===== src/rtl/enigma_tx_scheduler_if.sv =====
// Handshake bundle between the cipher source, the scheduler and uart_tx.
// The master drives data/flush and the uart_tx status; the slave (scheduler) drives the uart_tx request side.
interface enigma_tx_scheduler_if #(
  parameter int unsigned FIFO_DEPTH = 8
);
  localparam int unsigned CNT_W = $clog2(FIFO_DEPTH) + 1;

  logic             i_Data_DV;
  logic [7:0]       i_Data_Byte;
  logic             i_Flush;
  logic             i_Tx_Active;
  logic             i_Tx_Done;
  logic             o_Tx_DV;
  logic [7:0]       o_Tx_Byte;
  logic [CNT_W-1:0] o_Fifo_Count;
  logic             o_Overflow;
  logic             o_Busy;

  modport master (
    output i_Data_DV, i_Data_Byte, i_Flush, i_Tx_Active, i_Tx_Done,
    input  o_Tx_DV, o_Tx_Byte, o_Fifo_Count, o_Overflow, o_Busy
  );

  modport slave (
    input  i_Data_DV, i_Data_Byte, i_Flush, i_Tx_Active, i_Tx_Done,
    output o_Tx_DV, o_Tx_Byte, o_Fifo_Count, o_Overflow, o_Busy
  );
endinterface


===== src/rtl/enigma_tx_scheduler.sv =====
// Buffers cipher bytes and feeds uart_tx one character per frame, inserting
// group spaces and line breaks lazily so no separator is ever trailing.
module enigma_tx_scheduler #(
  parameter int unsigned FIFO_DEPTH      = 8,
  parameter int unsigned GROUP_LEN       = 5,
  parameter int unsigned GROUPS_PER_LINE = 6
) (
  input logic                  i_Clk,
  input logic                  i_Rst,
  enigma_tx_scheduler_if.slave bus
);
  localparam int unsigned AW    = $clog2(FIFO_DEPTH);
  localparam int unsigned CW    = $clog2(FIFO_DEPTH) + 1;
  localparam int unsigned CHW   = $clog2(GROUP_LEN + 1);
  localparam int unsigned GRW   = $clog2(GROUPS_PER_LINE + 1);
  localparam logic [7:0]  CH_SP = 8'h20;
  localparam logic [7:0]  CH_CR = 8'h0D;
  localparam logic [7:0]  CH_LF = 8'h0A;

  typedef enum logic [2:0] {
    IDLE, LETTER, SEP_SP, SEP_CR, SEP_LF, FL_CR, FL_LF, WAIT_DONE
  } state_t;

  state_t          state, state_d, ret, ret_d;
  logic [7:0]      mem [FIFO_DEPTH];
  logic [AW-1:0]   wr_ptr, rd_ptr;
  logic [CW-1:0]   count, count_d;
  logic [CHW-1:0]  char_cnt, char_cnt_d;
  logic [GRW-1:0]  group_cnt, group_cnt_d;
  logic            line_end, line_end_d;
  logic            sep_done, sep_done_d;
  logic            flush_pend, flush_pend_d;
  logic            tx_dv, tx_dv_d;
  logic [7:0]      tx_byte, tx_byte_d;
  logic            overflow, busy, busy_d;
  logic            full, empty, pop, push, drop;

  // FIFO bookkeeping; a pop in the same cycle frees the slot for a write to a full FIFO
  always_comb begin
    full  = (count == CW'(FIFO_DEPTH));
    empty = (count == '0);
    pop   = (state == LETTER);
    push  = bus.i_Data_DV && (!full || pop);
    drop  = bus.i_Data_DV && full && !pop;
    case ({push, pop})
      2'b10:   count_d = count + 1'b1;
      2'b01:   count_d = count - 1'b1;
      default: count_d = count;
    endcase
  end

  always_ff @(posedge i_Clk) begin
    if (push) mem[wr_ptr] <= bus.i_Data_Byte;
  end

  // Next-state, grouping counters and uart_tx request
  always_comb begin
    state_d      = state;
    ret_d        = ret;
    char_cnt_d   = char_cnt;
    group_cnt_d  = group_cnt;
    line_end_d   = line_end;
    sep_done_d   = sep_done;
    flush_pend_d = flush_pend;
    tx_dv_d      = 1'b0;
    tx_byte_d    = tx_byte;

    case (state)
      IDLE: begin
        if (!bus.i_Tx_Active) begin
          if (!empty) begin
            if (!sep_done && (char_cnt == '0) && ((group_cnt != '0) || line_end))
              state_d = line_end ? SEP_CR : SEP_SP;
            else
              state_d = LETTER;
          end else if (flush_pend) begin
            if ((char_cnt != '0) || (group_cnt != '0) || line_end)
              state_d = FL_CR;
            else
              flush_pend_d = 1'b0;
          end
        end
      end
      LETTER: begin
        line_end_d = 1'b0;
        sep_done_d = 1'b0;
        if (char_cnt == CHW'(GROUP_LEN - 1)) begin
          char_cnt_d = '0;
          if (group_cnt == GRW'(GROUPS_PER_LINE - 1)) begin
            group_cnt_d = '0;
            line_end_d  = 1'b1;
          end else begin
            group_cnt_d = group_cnt + 1'b1;
          end
        end else begin
          char_cnt_d = char_cnt + 1'b1;
        end
        ret_d   = IDLE;
        state_d = WAIT_DONE;
      end
      SEP_SP: begin
        sep_done_d = 1'b1;
        ret_d      = IDLE;
        state_d    = WAIT_DONE;
      end
      SEP_CR: begin
        line_end_d = 1'b0;
        sep_done_d = 1'b1;
        ret_d      = SEP_LF;
        state_d    = WAIT_DONE;
      end
      SEP_LF: begin
        ret_d   = IDLE;
        state_d = WAIT_DONE;
      end
      FL_CR: begin
        ret_d   = FL_LF;
        state_d = WAIT_DONE;
      end
      FL_LF: begin
        char_cnt_d   = '0;
        group_cnt_d  = '0;
        line_end_d   = 1'b0;
        sep_done_d   = 1'b0;
        flush_pend_d = 1'b0;
        ret_d        = IDLE;
        state_d      = WAIT_DONE;
      end
      WAIT_DONE: begin
        if (bus.i_Tx_Done) state_d = ret;
      end
      default: state_d = IDLE;
    endcase

    if (bus.i_Flush) flush_pend_d = 1'b1;

    // Emit states last exactly one cycle, so entering one is the start strobe
    case (state_d)
      LETTER:        begin tx_dv_d = 1'b1; tx_byte_d = mem[rd_ptr]; end
      SEP_SP:        begin tx_dv_d = 1'b1; tx_byte_d = CH_SP;       end
      SEP_CR, FL_CR: begin tx_dv_d = 1'b1; tx_byte_d = CH_CR;       end
      SEP_LF, FL_LF: begin tx_dv_d = 1'b1; tx_byte_d = CH_LF;       end
      default:       begin tx_dv_d = 1'b0;                          end
    endcase

    busy_d = (state_d != IDLE) || (count_d != '0) || flush_pend_d;
  end

  always_ff @(posedge i_Clk) begin
    if (i_Rst) begin
      state      <= IDLE;
      ret        <= IDLE;
      wr_ptr     <= '0;
      rd_ptr     <= '0;
      count      <= '0;
      char_cnt   <= '0;
      group_cnt  <= '0;
      line_end   <= 1'b0;
      sep_done   <= 1'b0;
      flush_pend <= 1'b0;
      tx_dv      <= 1'b0;
      tx_byte    <= 8'h00;
      overflow   <= 1'b0;
      busy       <= 1'b0;
    end else begin
      state      <= state_d;
      ret        <= ret_d;
      if (push) wr_ptr <= wr_ptr + 1'b1;
      if (pop)  rd_ptr <= rd_ptr + 1'b1;
      count      <= count_d;
      char_cnt   <= char_cnt_d;
      group_cnt  <= group_cnt_d;
      line_end   <= line_end_d;
      sep_done   <= sep_done_d;
      flush_pend <= flush_pend_d;
      tx_dv      <= tx_dv_d;
      tx_byte    <= tx_byte_d;
      overflow   <= overflow | drop;
      busy       <= busy_d;
    end
  end

  assign bus.o_Tx_DV      = tx_dv;
  assign bus.o_Tx_Byte    = tx_byte;
  assign bus.o_Fifo_Count = count;
  assign bus.o_Overflow   = overflow;
  assign bus.o_Busy       = busy;
endmodule


===== src/flat_wrapper.sv =====
// flat-port wrapper written by rule: the top's interface ports become plain ports
module enigma_tx_scheduler_flat 
#(
  parameter int unsigned FIFO_DEPTH      = 8,
  parameter int unsigned GROUP_LEN       = 5,
  parameter int unsigned GROUPS_PER_LINE = 6
)
  (i_Clk, i_Rst, bus_i_Data_DV, bus_i_Data_Byte, bus_i_Flush, bus_i_Tx_Active, bus_i_Tx_Done, bus_o_Tx_DV, bus_o_Tx_Byte, bus_o_Fifo_Count, bus_o_Overflow, bus_o_Busy);
  enigma_tx_scheduler_if #(.FIFO_DEPTH(FIFO_DEPTH)) bus_i ();
  input logic i_Clk;
  input logic i_Rst;
  input wire logic [$bits(bus_i.i_Data_DV)-1:0] bus_i_Data_DV;
  input wire logic [$bits(bus_i.i_Data_Byte)-1:0] bus_i_Data_Byte;
  input wire logic [$bits(bus_i.i_Flush)-1:0] bus_i_Flush;
  input wire logic [$bits(bus_i.i_Tx_Active)-1:0] bus_i_Tx_Active;
  input wire logic [$bits(bus_i.i_Tx_Done)-1:0] bus_i_Tx_Done;
  output wire logic [$bits(bus_i.o_Tx_DV)-1:0] bus_o_Tx_DV;
  output wire logic [$bits(bus_i.o_Tx_Byte)-1:0] bus_o_Tx_Byte;
  output wire logic [$bits(bus_i.o_Fifo_Count)-1:0] bus_o_Fifo_Count;
  output wire logic [$bits(bus_i.o_Overflow)-1:0] bus_o_Overflow;
  output wire logic [$bits(bus_i.o_Busy)-1:0] bus_o_Busy;
  assign bus_i.i_Data_DV = bus_i_Data_DV;
  assign bus_i.i_Data_Byte = bus_i_Data_Byte;
  assign bus_i.i_Flush = bus_i_Flush;
  assign bus_i.i_Tx_Active = bus_i_Tx_Active;
  assign bus_i.i_Tx_Done = bus_i_Tx_Done;
  assign bus_o_Tx_DV = bus_i.o_Tx_DV;
  assign bus_o_Tx_Byte = bus_i.o_Tx_Byte;
  assign bus_o_Fifo_Count = bus_i.o_Fifo_Count;
  assign bus_o_Overflow = bus_i.o_Overflow;
  assign bus_o_Busy = bus_i.o_Busy;
  enigma_tx_scheduler #(.FIFO_DEPTH(FIFO_DEPTH), .GROUP_LEN(GROUP_LEN), .GROUPS_PER_LINE(GROUPS_PER_LINE)) u_core (.i_Clk(i_Clk), .i_Rst(i_Rst), .bus(bus_i));
endmodule

===== config.mk =====
export PLATFORM = sky130hd
export DESIGN_NAME = enigma_tx_scheduler_flat
export DESIGN_NICKNAME = d
export VERILOG_FILES = /design/src/rtl/enigma_tx_scheduler_if.sv /design/src/rtl/enigma_tx_scheduler.sv /design/src/flat_wrapper.sv
export SDC_FILE = /design/constraint.sdc
export NUM_CORES = 1
export LEC_CHECK = 0
export ABC_CLOCK_PERIOD_IN_PS = 2800
export BUFFER_PORTS_ARGS = -buffer_cell sky130_fd_sc_hd__buf_4
export CAP_MARGIN = 15
export CORE_AREA = 2 2 117 119
export DETAILED_ROUTE_END_ITERATION = 7
export DIE_AREA = 0 0 119 121
export GPL_TIMING_DRIVEN = 0
export PLACE_DENSITY = 0.59
export SYNTH_ARGS = -nofsm -noshare
export SYNTH_HDL_FRONTEND = slang
export SYNTH_SLANG_ARGS = --single-unit

===== constraint.sdc =====
create_clock -name i_Clk -period 2.8 [get_ports i_Clk]
set_input_delay 0.14 -clock i_Clk [delete_from_list [all_inputs] [get_ports i_Clk]]
set_output_delay 0.14 -clock i_Clk [all_outputs]
set_load 0.01 [all_outputs]

## After elaboration in Yosys (flattened, before gate mapping)

Memory sizes are Yosys's and may differ from the RTL's. A register that Yosys moved wholly into a read port is not among the register bits.
Cells that the tools add are included.

| operators by class | value |
|---|---|
| muxes and demuxes | 31 |
| equal/unequal tests | 19 |
| magnitude comparators | 0 |
| multipliers | 0 |
| add/subtract/negate cells | 6 |
| bitwise operators | 1 |
| shifts and indexed selects | 0 |
| reduce and logical (&&, ||, !) cells | 35 |
| div/mod/pow operators | 0 |

Operator list:

| cell | count |
|---|---|
| 2-to-1 mux 3 bit | 11 |
| one-hot mux 8 bit (4 select lines) | 1 |
| == test 3 bit (second input constant) | 9 |
| one-hot mux 3 bit (3 select lines) | 2 |
| adder 3 x 1 -> 3 bit (second input constant) | 4 |
| == test 3 x 2 -> 1 bit (second input constant) | 4 |
| one-hot mux 3 bit (2 select lines) | 2 |
| nonzero test 3 bit | 4 |
| OR reduction 6 bit | 2 |
| 2-to-1 mux 1 bit | 11 |
| OR reduction 2 bit | 5 |
| one-hot mux 4 bit (2 select lines) | 1 |
| nonzero test 4 bit | 2 |
| == test 3 x 1 -> 1 bit (second input constant) | 2 |
| logical NOT 3 bit | 2 |
| logical OR 1 bit | 6 |
| one-hot mux 1 bit (2 select lines) | 3 |
| nonzero test 2 bit | 3 |
| logical AND 1 bit | 5 |
| adder 4 x 1 -> 4 bit (second input constant) | 1 |
| == test 4 bit (second input constant) | 1 |
| logical NOT 4 bit | 1 |
| OR reduction 4 bit | 1 |
| subtractor 4 x 1 -> 4 bit (second input constant) | 1 |
| other kinds (6) | 8 |

| storage, ports and cells | value |
|---|---|
| bits in writable memories | 64 |
| memories kept | 1 |
| output and inout bits | 15 |
| bits in latches | 0 |
| ROM bits | 0 |
| register bits | 36 |
| logic and storage cells | 107 |

Memories:

| name | words | width | read ports | clocked after memory_dff | wr ports | line | RTL |
|---|---|---|---|---|---|---|---|
| u_core.mem | 8 | 8 | 1 | 1 | 1 | enigma_tx_scheduler.sv:25 | `logic [7:0] mem [FIFO_DEPTH];` |

## Longest topological paths before layout

| depth | value |
|---|---|
| depth after elaboration | 11 |
| mapped depth | 11 |
| gate-level depth less buffers | 9 |

## Worst setup path before layout

OpenSTA, ideal clock, no wires.

| timing path | value |
|---|---|
| path type | register to register |
| from | reg u_core.state[0] |
| to | mem u_core.mem[0][0], enable pin |
| arrival time | 1.907 ns |
| slack | 0.509 ns |
| stages on the path, launching flop included | 6 |
| data required time | 2.417 ns |
| period minus slack after synthesis | 2.291 ns |
| buffers on the path | 0 |
| cells stage by stage | dfxtp_1 inv_1 nor3_1 o21a_1 nand2b_1 nor3_1 |

| between the ends | value |
|---|---|
| cells in the longest elaborated chain, start to end | 5 |

RTL lines:

| what | line | RTL |
|---|---|---|
| from (decl) | enigma_tx_scheduler.sv:24 | `state_t state, state_d, ret, ret_d;` |
| from (signal assigned) | enigma_tx_scheduler.sv:166 | `state <= state_d;` |
| == test 3 x 1 -> 1 bit | enigma_tx_scheduler.sv:42 | `pop = (state == LETTER);` |
| logical OR 1 bit | enigma_tx_scheduler.sv:43 | `push = bus.i_Data_DV && (!full \|\| pop);` |
| logical AND 1 bit | enigma_tx_scheduler.sv:43 |  |
| 2-to-1 mux 1 bit | enigma_tx_scheduler.sv:53 | `if (push) mem[wr_ptr] <= bus.i_Data_Byte;` |
| 2-to-1 mux 1 bit (implied by the code) | enigma_tx_scheduler.sv:53 |  |
| to (decl) | enigma_tx_scheduler.sv:25 |  |

No other way between the ends.

## Worst setup path in the final report

| timing path | value |
|---|---|
| from | reg u_core.state[0] |
| to | mem u_core.mem[0][4], enable pin |

Same word-level chain as after synthesis.

==> impl_metrics.tcl <==
set metrics [dict create \
    vias 2647 \
    stdcell_area_um2 5009 \
    clockRootBuffer "sky130_fd_sc_hd__clkbuf_16" \
    holdWs_ps 26.60 \
    post-route-util 0.3828 \
    number_of_detailed_routing_iterations_run_before_antenna_repair 5 \
    grt_setup_unrepaired "true" \
    row_count 42 \
    first_pass_grt_wire_length_um 13980 \
    synth.yosys.warnings 0 \
    initial_antenna_violation_count 0 \
    setup_slack_ps 157.9 \
    synthFlopType "sky130_fd_sc_hd__edfxtp_1" \
    worst_setup_path_startpoint "u_core.state[0]$_SDFF_PP0_" \
    period_share 0.9436 \
    initial_core_util 0.3250 \
    placed_cell_area_um2 4688 \
    routabilityCongestion 0.7539 \
    cts_hold_buffers 0 \
    clock_insertion_delay_worst_skew_ps 340 \
    grt.met3_usage 0.02726 \
    drive_above_1_share 0.2493 \
    postSynthCellCount 316 \
    max_slew.worst_pin.slew_ps 874.1 \
    design.core.area_um2 13090 \
    hold_viol 0 \
    syn_area_per_cell_um2 13.46 \
    synth_seq_area_share 0.6308 \
    grt_use_met2 0.2205 \
    floorplan.die_area_um2 14400 \
    totalWireLength_um 8639 \
    globalRouteTotalUtil 0.1254 \
    cp_data_arrival_time_ps 2690 \
    postSynthRegisterBits 102 \
    timing.critical_path.fanout_max 8 \
    detail_route.wl_per_cell_um 16.09 \
    synth.most_common_cell "sky130_fd_sc_hd__edfxtp_1" \
    status "completed" \
    syn_to_final_growth_pct 17.77 \
    synth_edf_count 64 \
    power.ir.vdd_worst_uv 360.3 \
    detailedPlace.worstSlack_ps -224.1 \
    grt_remaining_overflow 0 \
    setup.reg_to_reg.worst_slack_ps 160 \
    clkSlewWorstSetupHoldPaths_ps 80 \
    pwr_density_cell_nw_per_um2 772.3 \
    io_pins 29 \
    vertical_die_dimension_um 121 \
    post-dp-hpwl_um 5893 \
    leakagePower_uw 0.001707 \
    worst_r2r_path_depth 6 \
    post_drt_via_cell_ratio 4.929 \
    netlist.top_cell.by_area "sky130_fd_sc_hd__edfxtp_1" \
    synth_area_um2 4253 \
    portBuffers 27 \
    max_fclk_mhz 378.5 \
    grt_use_met1 0.1586 \
    antenna_cells 0 \
    antenna_left 0 \
    grt_most_used_layer "met2" \
    worst_r2r_startpoint "u_core.state[0]$_SDFF_PP0_" \
    critPathKind "flop to flop" \
    timing_max_transition_violations_final 0 \
    tritoncts "done" \
    yosys.area.top_type_share 0.4519 \
    worstSetupEndpointType "flop" \
    hold_path_class "input pin to flop" \
    tritoncts.num_buffers 9 \
    netlist_top_cells_area "sky130_fd_sc_hd__edfxtp_1, sky130_fd_sc_hd__dfxtp_1, sky130_fd_sc_hd__mux4_2" \
    first_global_vias 2654 \
    drc 0 \
    startpoint_type "flop" \
    asyncSetResetFlopFracSynth 0 \
    cts.sinks 102 \
    library_cells_used_by_synthesis 49 \
    cts_htree_levels 3 \
    max_cap_viol_count 0 \
    post_synth_most_frequent_cells "sky130_fd_sc_hd__edfxtp_1, sky130_fd_sc_hd__dfxtp_1, sky130_fd_sc_hd__nor2_1" \
    cts-root-to-sink-buffers 2 \
    first_iter_violations 143 \
    fin_skew_ps 9.366 \
    postSynthNetCount 335 \
    die_wd_um 119 \
    final_nets 375 \
    required_ps 2850 \
    crit_path_end "u_core.mem[0][4]$_DFFE_PP_" \
    setup_viol_count_final 0 \
    r2r-end "u_core.mem[0][4]$_DFFE_PP_" \
    grt_max_degree 22 \
    layout_min_cycle_time_ps 2642 \
    slew_headroom 0.4151 \
]
[through the flow]
stage / total power, uW / instances / TNS (ps)
after detailed placement: 2664 / 521 / -4938
final: 3868 / 537 / 0
after CTS: 3898 / 537 / 0
after global routing: 4048 / 537 / -1.854
after floorplan: 2404 / 316 / 0
after global placement: 2646 / 519 / -6720
[repair_timing]
item                       CTS  global route
resized for setup            1             3
hold endpoints to repair     0             0
setup buffers                0             0
setup endpoints to repair   61            20
[worst max-delay path, cell delays in order, from the launching register on]
cell and delay (ps):
sky130_fd_sc_hd__dfxtp_1 450, sky130_fd_sc_hd__inv_1 120, sky130_fd_sc_hd__nor3_2 520, sky130_fd_sc_hd__o21a_1 280, sky130_fd_sc_hd__nand2b_1 160, sky130_fd_sc_hd__nor3_1 550, sky130_fd_sc_hd__buf_4 270
[area by class of cell]
cell class | instances | area (um2)
Buffer | 15 | 91.34
Multi-Input combinational cell | 192 | 1468
Tap cell | 176 | 220.2
Clock buffer | 9 | 225.2
Fill cell | 1226 | 8077
Clock inverter | 7 | 80.08
Sequential cell | 102 | 2683
Timing Repair Buffer | 29 | 215.2
Inverter | 7 | 26.28
[routing by layer]
layer  vias to the layer above  wire length [um]
li1                       1278                 -
met3                         4               361
met5                         -                 0
met4                         0                46
met2                        51              4388
met1                      1314              3843
[registers in the layout, summed over array words and instances (netlist names), named ones only]
name	count
u_core.rd_ptr	3
u_core.bus.o_Fifo_Count	4
u_core.char_cnt	3
u_core.flush_pend	1
u_core.bus.o_Overflow	1
u_core.group_cnt	3
u_core.bus.o_Tx_Byte	8
u_core.ret	2
u_core.state	3
u_core.bus.o_Busy	1
u_core.bus.o_Tx_DV	1
u_core.line_end	1
u_core.mem	64
u_core.sep_done	1
u_core.wr_ptr	3
[power by group]
part | total [uW] | switching [uW] | internal (uW)
Combinational | 841 | 459 | 382
Clock | 1230 | 596 | 636
Sequential | 1800 | 91.2 | 1710
Total | 3870 | 1150 | 2720
[worst min path at each step]
| stage | endpoint | slack (ps) | startpoint | cells past startpoint |
|---|---|---|---|---|
| 5_1_grt | u_core.mem[6][7]$_DFFE_PP_ | 30 | bus_i_Data_Byte[7] | 1 |
| 2_1_floorplan | u_core.mem[0][0]$_DFFE_PP_ | 240 | bus_i_Data_Byte[0] | 0 |
| 3_5_place_dp | u_core.mem[6][3]$_DFFE_PP_ | 380 | bus_i_Data_Byte[3] | 1 |
| 3_3_place_gp | u_core.mem[7][0]$_DFFE_PP_ | 370 | bus_i_Data_Byte[0] | 1 |
| 4_1_cts | u_core.mem[7][7]$_DFFE_PP_ | 20 | bus_i_Data_Byte[7] | 1 |
| 6_report | u_core.mem[7][7]$_DFFE_PP_ | 30 | bus_i_Data_Byte[7] | 1 |
[cells in the final DEF (no fill, tap or decap), types with 3 or more instances in the layout]
| cell | count |
|---|---|
| sky130_fd_sc_hd__a31oi_1 | 6 |
| sky130_fd_sc_hd__o21a_1 | 3 |
| sky130_fd_sc_hd__o21ai_0 | 3 |
| sky130_fd_sc_hd__nand2b_1 | 5 |
| sky130_fd_sc_hd__a21oi_1 | 14 |
| sky130_fd_sc_hd__a311oi_1 | 3 |
| sky130_fd_sc_hd__mux4_2 | 16 |
| sky130_fd_sc_hd__nand2_1 | 25 |
| sky130_fd_sc_hd__buf_2 | 5 |
| sky130_fd_sc_hd__buf_6 | 4 |
| sky130_fd_sc_hd__nand3_1 | 15 |
| sky130_fd_sc_hd__buf_4 | 28 |
| sky130_fd_sc_hd__clkbuf_1 | 7 |
| sky130_fd_sc_hd__mux2i_1 | 6 |
| sky130_fd_sc_hd__dfxtp_1 | 38 |
| sky130_fd_sc_hd__nor3_2 | 4 |
| sky130_fd_sc_hd__nor2_1 | 34 |
| sky130_fd_sc_hd__clkbuf_16 | 9 |
| sky130_fd_sc_hd__ha_1 | 5 |
| sky130_fd_sc_hd__mux2_2 | 4 |
| sky130_fd_sc_hd__edfxtp_1 | 64 |
| sky130_fd_sc_hd__inv_1 | 7 |
| sky130_fd_sc_hd__xor2_1 | 6 |
| sky130_fd_sc_hd__nor3_1 | 7 |
[logic make-up (layout without fill, tap and decap cells)]
| logic type | Yosys count | in the layout | synth area share |
|---|---|---|---|
| adders and majority gates | 5 | 5 | 0.01471 |
| DFF | 102 | 102 | 0.6308 |
| and+or+nand+nor | 107 | 107 | 0.1250 |
| buffers and inverters | 22 | 67 | 0.02766 |
| xor gates and xnor gates | 8 | 8 | 0.01648 |
| AOI/OAI and AO/OA | 46 | 46 | 0.07591 |
| muxes | 26 | 26 | 0.1094 |
(Power assumes the default switching activity.)
